**src/rtl/id_ex_stage.sv**
```systemverilog
// -----------------------------------------------------------------------------
// id_ex_stage
//
// ID/EX pipeline register for a classic five-stage MIPS-style pipeline. It
// registers the decoded control and datapath fields, detects load-use hazards
// against the instruction currently in EX, and inserts a single bubble when
// the ID instruction must wait or has been squashed. Two saturating
// performance counters track stall cycles and flushed ID instructions.
//
// Ports
//   clk_i, rst_i             clock, synchronous active-high reset
//   id_valid_i               ID slot holds a real instruction
//   RegDst_i .. Jump_i       decoded 1-bit control from the ID Control unit
//   ALUOp_i                  ALU operation class
//   RS1data_i, RS2data_i     register operands (DATA_W)
//   imm_i                    sign-extended immediate (DATA_W)
//   rs_i, rt_i, rd_i         register specifiers
//   funct_i                  R-type function field
//   flush_i                  ID instruction squashed
//   stall_o                  load-use hazard, hold PC and IF/ID (combinational)
//   ex_valid_o               EX slot holds a real instruction
//   ex_*_o                   registered control and datapath fields for EX
//   stall_cnt_o, flush_cnt_o saturating performance counters (CNT_W)
// -----------------------------------------------------------------------------
module id_ex_stage #(
    parameter int DATA_W = 32,
    parameter int CNT_W  = 16
) (
    input  logic              clk_i,
    input  logic              rst_i,
    input  logic              id_valid_i,
    input  logic              RegDst_i,
    input  logic              ALUSrc_i,
    input  logic              RegWrite_i,
    input  logic              MemRead_i,
    input  logic              MemWrite_i,
    input  logic              MemtoReg_i,
    input  logic              Branch_i,
    input  logic              Jump_i,
    input  logic [1:0]        ALUOp_i,
    input  logic [DATA_W-1:0] RS1data_i,
    input  logic [DATA_W-1:0] RS2data_i,
    input  logic [DATA_W-1:0] imm_i,
    input  logic [4:0]        rs_i,
    input  logic [4:0]        rt_i,
    input  logic [4:0]        rd_i,
    input  logic [5:0]        funct_i,
    input  logic              flush_i,
    output logic              stall_o,
    output logic              ex_valid_o,
    output logic              ex_RegDst_o,
    output logic              ex_ALUSrc_o,
    output logic              ex_RegWrite_o,
    output logic              ex_MemRead_o,
    output logic              ex_MemWrite_o,
    output logic              ex_MemtoReg_o,
    output logic [1:0]        ex_ALUOp_o,
    output logic [DATA_W-1:0] ex_RS1data_o,
    output logic [DATA_W-1:0] ex_RS2data_o,
    output logic [DATA_W-1:0] ex_imm_o,
    output logic [4:0]        ex_rs_o,
    output logic [4:0]        ex_rt_o,
    output logic [4:0]        ex_rd_o,
    output logic [5:0]        ex_funct_o,
    output logic [CNT_W-1:0]  stall_cnt_o,
    output logic [CNT_W-1:0]  flush_cnt_o
);

    function automatic logic [CNT_W-1:0] sat_inc(input logic [CNT_W-1:0] v);
        return (&v) ? v : v + CNT_W'(1);
    endfunction

    logic              uses_rt;
    logic              hazard;
    logic              bubble;

    logic              vld_p1;
    logic              regdst_p1;
    logic              alusrc_p1;
    logic              regwrite_p1;
    logic              memread_p1;
    logic              memwrite_p1;
    logic              memtoreg_p1;
    logic [1:0]        aluop_p1;
    logic [DATA_W-1:0] rs1data_p1;
    logic [DATA_W-1:0] rs2data_p1;
    logic [DATA_W-1:0] imm_p1;
    logic [4:0]        rs_p1;
    logic [4:0]        rt_p1;
    logic [4:0]        rd_p1;
    logic [5:0]        funct_p1;
    logic [CNT_W-1:0]  stall_cnt_p1;
    logic [CNT_W-1:0]  flush_cnt_p1;

    // ---- ID stage: hazard detection and bubble decision ----
    // rt is a source only for R-type (RegDst), stores and branches; for
    // I-type ALU ops and loads it is the destination and cannot conflict.
    assign uses_rt = RegDst_i | MemWrite_i | Branch_i;

    // A load into $zero never produces a value worth waiting for.
    assign hazard  = id_valid_i & vld_p1 & memread_p1 & (rt_p1 != 5'd0) &
                     ((rt_p1 == rs_i) | (uses_rt & (rt_p1 == rt_i)));

    assign stall_o = hazard;
    assign bubble  = hazard | flush_i | ~id_valid_i;

    // ---- ID/EX boundary ----
    always_ff @(posedge clk_i) begin
        if (rst_i) begin
            vld_p1      <= 1'b0;
            regdst_p1   <= 1'b0;
            alusrc_p1   <= 1'b0;
            regwrite_p1 <= 1'b0;
            memread_p1  <= 1'b0;
            memwrite_p1 <= 1'b0;
            memtoreg_p1 <= 1'b0;
            aluop_p1    <= 2'b00;
            rs1data_p1  <= '0;
            rs2data_p1  <= '0;
            imm_p1      <= '0;
            rs_p1       <= 5'd0;
            rt_p1       <= 5'd0;
            rd_p1       <= 5'd0;
            funct_p1    <= 6'd0;
        end else if (bubble) begin
            // Datapath fields hold; only control is forced to a no-op.
            vld_p1      <= 1'b0;
            regdst_p1   <= 1'b0;
            alusrc_p1   <= 1'b0;
            regwrite_p1 <= 1'b0;
            memread_p1  <= 1'b0;
            memwrite_p1 <= 1'b0;
            memtoreg_p1 <= 1'b0;
            aluop_p1    <= 2'b00;
        end else begin
            // Jumps complete in ID, so EX sees them as a harmless no-op;
            // destination-select bits are meaningless without a write.
            vld_p1      <= 1'b1;
            regdst_p1   <= RegDst_i & RegWrite_i;
            memtoreg_p1 <= MemtoReg_i & RegWrite_i;
            alusrc_p1   <= ALUSrc_i & ~Jump_i;
            regwrite_p1 <= RegWrite_i & ~Jump_i;
            memread_p1  <= MemRead_i & ~Jump_i;
            memwrite_p1 <= MemWrite_i & ~Jump_i;
            aluop_p1    <= Jump_i ? 2'b00 : ALUOp_i;
            rs1data_p1  <= RS1data_i;
            rs2data_p1  <= RS2data_i;
            imm_p1      <= imm_i;
            rs_p1       <= rs_i;
            rt_p1       <= rt_i;
            rd_p1       <= rd_i;
            funct_p1    <= funct_i;
        end
    end

    always_ff @(posedge clk_i) begin
        if (rst_i) begin
            stall_cnt_p1 <= '0;
            flush_cnt_p1 <= '0;
        end else begin
            if (hazard) begin
                stall_cnt_p1 <= sat_inc(stall_cnt_p1);
            end
            if (flush_i & id_valid_i) begin
                flush_cnt_p1 <= sat_inc(flush_cnt_p1);
            end
        end
    end

    assign ex_valid_o    = vld_p1;
    assign ex_RegDst_o   = regdst_p1;
    assign ex_ALUSrc_o   = alusrc_p1;
    assign ex_RegWrite_o = regwrite_p1;
    assign ex_MemRead_o  = memread_p1;
    assign ex_MemWrite_o = memwrite_p1;
    assign ex_MemtoReg_o = memtoreg_p1;
    assign ex_ALUOp_o    = aluop_p1;
    assign ex_RS1data_o  = rs1data_p1;
    assign ex_RS2data_o  = rs2data_p1;
    assign ex_imm_o      = imm_p1;
    assign ex_rs_o       = rs_p1;
    assign ex_rt_o       = rt_p1;
    assign ex_rd_o       = rd_p1;
    assign ex_funct_o    = funct_p1;
    assign stall_cnt_o   = stall_cnt_p1;
    assign flush_cnt_o   = flush_cnt_p1;

endmodule

```
**config.mk**
```make
export PLATFORM = sky130hd
export DESIGN_NAME = id_ex_stage
export DESIGN_NICKNAME = d
export VERILOG_FILES = /design/src/rtl/id_ex_stage.sv
export SDC_FILE = /design/constraint.sdc
export NUM_CORES = 1
export LEC_CHECK = 0
export CAP_MARGIN = 20
export CORE_ASPECT_RATIO = 0.75
export CORE_MARGIN = 1.5
export CORE_UTILIZATION = 52
export CTS_BUF_LIST = sky130_fd_sc_hd__clkbuf_4
export DETAILED_ROUTE_END_ITERATION = 10
export HOLD_SLACK_MARGIN = 0.05
export MAX_ROUTING_LAYER = met4
export PLACE_DENSITY = 0.88
export SETUP_SLACK_MARGIN = 0.15
export SYNTH_ARGS = -nofsm -noshare
export SYNTH_HDL_FRONTEND = slang
export SYNTH_SLANG_ARGS = --single-unit
export TNS_END_PERCENT = 100
```
**constraint.sdc**
```tcl
create_clock -name clk_i -period 6.1 [get_ports clk_i]
set_clock_uncertainty 0.05 [all_clocks]
set_input_delay 1.525 -clock clk_i [delete_from_list [all_inputs] [get_ports clk_i]]
set_output_delay 1.525 -clock clk_i [all_outputs]
set_load 0.01 [all_outputs]
```
== After elaboration in Yosys (flattened, before gate mapping) ==
Index checks and enable logic that the tools add are counted.
Cells by class
  add/subtract/negate cells: 2
  equal/unequal tests: 2
  multiplexer cells: 1
  bitwise operators: 21
  reduce and logical (&&, ||, !) cells: 7
Operator list (count)
  adder 16 x 1 -> 16 bit, second input constant: 2
  AND reduction 16 bit: 2
  bitwise AND 1 bit: 12
  equality test 5 bit: 2
  bitwise OR 1 bit: 5
  nonzero test 5 bit: 1
  NOT 1 bit: 4
  AND reduction 2 bit: 2
  OR reduction 3 bit: 1
  OR reduction 2 bit: 1
  2-to-1 mux 1 bit: 1
Storage, ports and cells
  register bits after elaboration: 158
  bits of input ports: 131
  logic and storage cells: 50

== Longest topological paths before layout ==
  depth after elaboration: 8
  depth in mapped cells: 7
  depth with buffers taken out: 6

== Worst setup path after synthesis ==
OpenSTA, ideal clock, no wires.
  path kind: input to output
  start: in rt_i[4]
  end: out stall_o
  arrival time: 2.732 ns
  path slack: 1.793 ns
  cell stages on the path: 6
  buffers on the path: 2
  cells stage by stage: xnor2_1 > nand4_1 > o22ai_2 > clkbuf_1 > buf_2 > and2_1
On the way
  word-level cells in the longest chain between the ends: 4
RTL lines
  start: declaration: line 45  | input logic [4:0] rt_i,
  equality test 5 bit: line 102  | ((rt_p1 == rs_i) | (uses_rt & (rt_p1 == rt_i)));
  bitwise AND 1 bit: line 102
  bitwise OR 1 bit: line 102
  bitwise AND 1 bit: line 101  | assign hazard = id_valid_i & vld_p1 & memread_p1 & (rt_p1 != 5'd0) &
  end: declaration: line 49  | output logic stall_o,
No other way between the ends.

== Worst setup path in the final report ==
  start: in rt_i[2]
  end: out stall_o
The elaborated chain is that of the path after synthesis.

==> impl_summary.md <==
Logic synthesis
Synthesis produced 1047 cells. Averaged over all synthesized cells, the footprint is 8.84 um^2. The number of synthesized flops with an enable pin is 0.

The library cell with the largest summed area after synthesis is sky130_fd_sc_hd__dfxtp_1. In the synthesized netlist the dominant register cell turns out to be sky130_fd_sc_hd__dfxtp_1. The flip-flop and latch count after synthesis is 158. After synthesis, the cell types taking the most area are sky130_fd_sc_hd__dfxtp_1 34%, sky130_fd_sc_hd__mux2i_1 13%, sky130_fd_sc_hd__a32oi_1 11%. The netlist uses 46 different library cells. For this run, the number of Yosys warnings is 0. The cell area that synthesis handed to floorplanning was 9260 um^2. The area fraction of the dominant cell type after synthesis is 34.2%. The sequential share of the synthesized area is 34.2%. In the synthesized netlist the async set-or-reset flop fraction comes to 0%. The net count after synthesis is 1180.

Timing
The final-report max-slew violation count is 0. In this run the tightest slew margin relative to its limit is 26.9%. Setup slack closes at 1.18 ns. The final number of hold-violating endpoints is 0. For the pin with the worst max-slew slack, the measured transition is 1.10 ns. Setup repair after global routing left no endpoint under its margin. Of the available clock period, the critical path in the final layout requires 80.6%. The final critical path time including I/O delays and setup is 4.92 ns. Timing would allow up to 203 MHz. Setup violations remaining at the end of the flow were counted as 0. Adding up every negative setup slack in the final design gives 0 ns.

Critical path
The worst stage delay on the critical path is 0.59 ns. The worst register-to-register path has a setup slack of 3.14 ns. The maximum fanout along the worst path is 2. The critical path is of the in -> out type. The source of the worst register-to-register timing path is ex_rt_o[4]. The endpoint required time on the critical path is 4.53 ns.

The length in cells of the worst reg-to-reg path is 6. Data arrives at the worst endpoint at 3.34 ns. The launch point of the worst path is rt_i[2]. The critical path goes through clkdlybuf4s50_1 > xnor2_1 > nand4_1 > o22ai_4 > and2_1 > clkdlybuf4s50_1.

The endpoint identified for the worst register-to-register timing path is stall_cnt_o[7]. The sort of element at the start of the critical path is a primary input. The kind of end point of the critical path is an output pin. The slowest stage of the critical path is the sky130_fd_sc_hd__clkdlybuf4s50_1 cell. The cell repeated most along the worst path is sky130_fd_sc_hd__clkdlybuf4s50_1. The critical path ends at stall_o.

Clocking
The number of clock buffers added by TritonCTS is 17. The clock tree root buffer cell is sky130_fd_sc_hd__clkbuf_4. The sink count of the clock tree is 158. Hold repair after CTS inserted 0 buffers. The register clock-pin slew on the reported worst setup and hold paths is 0.12 ns. TritonCTS built the clock tree. The number of post-CTS setup repair buffers is 0. The clock insertion delay at the later pin of the skew report is 0.56 ns. The count of H-tree levels built during CTS is 4.

The total of cells resized after clock tree synthesis is 0. Counting along the longest clock path gives a buffer depth of 2.

Outcome
The run finished with clean final reports.

Placement
Summed over all nets, the half-perimeter wirelength after detailed placement is 16800 um. The count of buffers added on input and output ports is 289. Prior to clock tree synthesis, the placed netlist has a worst setup slack of 1.17 ns. Routability-driven placement finished with a final weighted congestion of 0.789.

Cells and area
Once layout is complete, the utilization of the core stands at 70.4%. The fraction of final layout cells with drive strength greater than 1 is 5.14%. In the final design database the tool counted 1386 nets. The layout overhead on the synthesized area is 33.4%.

Floorplan
Pin placement for this block handled 290 I/O pins. Row generation in the floorplan step produced 42 rows. The region available for standard cell placement spans 17600 um^2. The chip height is 119 um. The floorplan step set the die width to 157 um.

The effective utilization at floorplan is 52.7%. The die covers 18600 um^2.

Route
The antenna violation net count after detailed routing is 0. The sum of routed wire length over all layers is 26400 um. For this run, design rule violations remaining after detail routing come to 0. The starting DRC count in detailed routing is 854.

The count of vias placed by the detailed router is 8956. The routed wire length per instance is 17.5 um. The ratio of routed vias to standard cells is 5.94.

The first detailed-routing pass took 6 iterations.

Power
The maximum vdd ir drop is 0.144 mV. The total power is 2.43 mW. The power per cell area is 197 nW/um^2.

The analysis attributes to cell leakage a power of 4.82 nW.

Min path
In this run the worst hold path is classified as reg -> reg.

GRT
The number of antenna violations at the first check in global routing is 1. After global routing the overflow that remains totals 0. The first-pass GRT wire length is 41700 um. The number of global-route vias before repair was 8192. The pin count of the biggest net entering global routing is 147. Global routing used 28.4% of the available tracks across all layers.

Flow run
The count of max-cap constraint violations is 0.
cells in the mapped netlist, types with 3 or more instances:
| cell | n |
|---|---|
| sky130_fd_sc_hd__xor2_1 | 4 |
| sky130_fd_sc_hd__xnor2_1 | 19 |
| sky130_fd_sc_hd__a21oi_1 | 3 |
| sky130_fd_sc_hd__nor2b_1 | 14 |
| sky130_fd_sc_hd__a32oi_1 | 117 |
| sky130_fd_sc_hd__clkbuf_1 | 68 |
| sky130_fd_sc_hd__and2_1 | 3 |
| sky130_fd_sc_hd__nand2_1 | 129 |
| sky130_fd_sc_hd__nand4_1 | 8 |
| sky130_fd_sc_hd__buf_6 | 12 |
| sky130_fd_sc_hd__nor2_1 | 34 |
| sky130_fd_sc_hd__and4_1 | 5 |
| sky130_fd_sc_hd__buf_1 | 4 |
| sky130_fd_sc_hd__nor3b_1 | 128 |
| sky130_fd_sc_hd__inv_1 | 7 |
| sky130_fd_sc_hd__buf_2 | 25 |
| sky130_fd_sc_hd__nor4b_1 | 6 |
| sky130_fd_sc_hd__mux2_2 | 13 |
| sky130_fd_sc_hd__and3_2 | 4 |
| sky130_fd_sc_hd__and3_1 | 117 |
| sky130_fd_sc_hd__dfxtp_1 | 158 |
| sky130_fd_sc_hd__nand3_1 | 17 |
| sky130_fd_sc_hd__nor3_1 | 6 |
| sky130_fd_sc_hd__mux2i_1 | 120 |
kinds of logic after synthesis:
| logic type | share of synthesized area, % |
|---|---|
| muxes | 14.7 |
| and+or+nand+nor | 29.9 |
| AOI/OAI and AO/OA | 12.6 |
| xor gates and xnor gates | 2.18 |
| DFF | 34.2 |
| adders and majority gates | 0.270 |
| buffers and inverters | 6.19 |
routing by layer:
metal  share of wire, %  GRT usage [%]  vias up
met1                 44           36.2     4223
met4                2.1           8.67        0
met5                  0              -        -
li1                   -              -     4329
met3                8.3           7.85       37
met2                 45           43.8      367
metrics by stage:
stage	hold slack, ns	instances	area (um^2)
global route	0.513	1507	12300
floorplan	0.460	1047	9260
CTS	0.489	1506	12300
global placement	0.444	1476	12000
detailed placement	0.458	1476	12000
finish	0.486	1507	12300
placed cells by master, fill, tap and decap left out, types with 8 or more instances in the layout:
| master | netlist | final |
|---|---|---|
| sky130_fd_sc_hd__clkdlybuf4s50_1 | 0 | 288 |
| sky130_fd_sc_hd__dfxtp_1 | 158 | 158 |
| sky130_fd_sc_hd__nand2_1 | 129 | 129 |
| sky130_fd_sc_hd__nor3b_1 | 128 | 128 |
| sky130_fd_sc_hd__mux2i_1 | 120 | 120 |
| sky130_fd_sc_hd__and3_1 | 117 | 117 |
| sky130_fd_sc_hd__a32oi_1 | 117 | 117 |
| sky130_fd_sc_hd__nor2_1 | 34 | 34 |
| sky130_fd_sc_hd__xnor2_1 | 19 | 19 |
| sky130_fd_sc_hd__clkbuf_4 | 0 | 18 |
| sky130_fd_sc_hd__nand3_1 | 17 | 17 |
| sky130_fd_sc_hd__nor2b_1 | 14 | 14 |
| sky130_fd_sc_hd__mux2_2 | 13 | 13 |
| sky130_fd_sc_hd__nand4_1 | 8 | 8 |
| sky130_fd_sc_hd__buf_4 | 1 | 8 |
report_power, final:
group / switching (mW) / internal, mW / total, mW
clock network: 0.385 / 0.365 / 0.750
registers: 0.0561 / 1.10 / 1.16
logic: 0.232 / 0.288 / 0.520
total: 0.673 / 1.76 / 2.43
sequential cells by signal (all words and copies together) (netlist names):
| register | flops |
|---|---|
| ex_RegWrite_o | 1 |
| ex_rd_o | 5 |
| ex_valid_o | 1 |
| ex_ALUSrc_o | 1 |
| ex_MemWrite_o | 1 |
| ex_RegDst_o | 1 |
| ex_RS1data_o | 32 |
| flush_cnt_o | 16 |
| ex_rt_o | 5 |
| ex_imm_o | 32 |
| ex_MemtoReg_o | 1 |
| ex_rs_o | 5 |
| ex_funct_o | 6 |
| ex_ALUOp_o | 2 |
| ex_MemRead_o | 1 |
| stall_cnt_o | 16 |
| ex_RS2data_o | 32 |
how the worst min path moves through the flow:
stage	startpoint	to	slack, ns	depth (start not counted)
2_1_floorplan	flush_cnt_o[4]	flush_cnt_o[4]	0.46	1
3_3_place_gp	ex_rs_o[3]	ex_rs_o[3]	0.44	2
3_5_place_dp	ex_RS2data_o[26]	ex_RS2data_o[26]	0.46	2
4_1_cts	ex_RS2data_o[6]	ex_RS2data_o[6]	0.49	2
5_1_grt	ex_imm_o[27]	ex_imm_o[27]	0.51	2
6_report	ex_imm_o[25]	ex_imm_o[25]	0.49	2
worst max-delay path, delay by kind of cell:
kind	cells	cell delay (ns)
xor gates and xnor gates	1	0.13
AOI/OAI and AO/OA	1	0.22
buffers and inverters	2	1.08
and+or+nand+nor	2	0.38
layout make-up:
cell class	count	area, um^2
Tap cell	242	303
Clock buffer	18	135
Fill cell	1353	5200
Inverter	8	35.0
Antenna cell	1	2.50
Clock inverter	12	194
Multi-Input combinational cell	770	5530
Sequential cell	158	3160
Timing Repair Buffer	298	2980
Power figures use the tool's default switching activity.
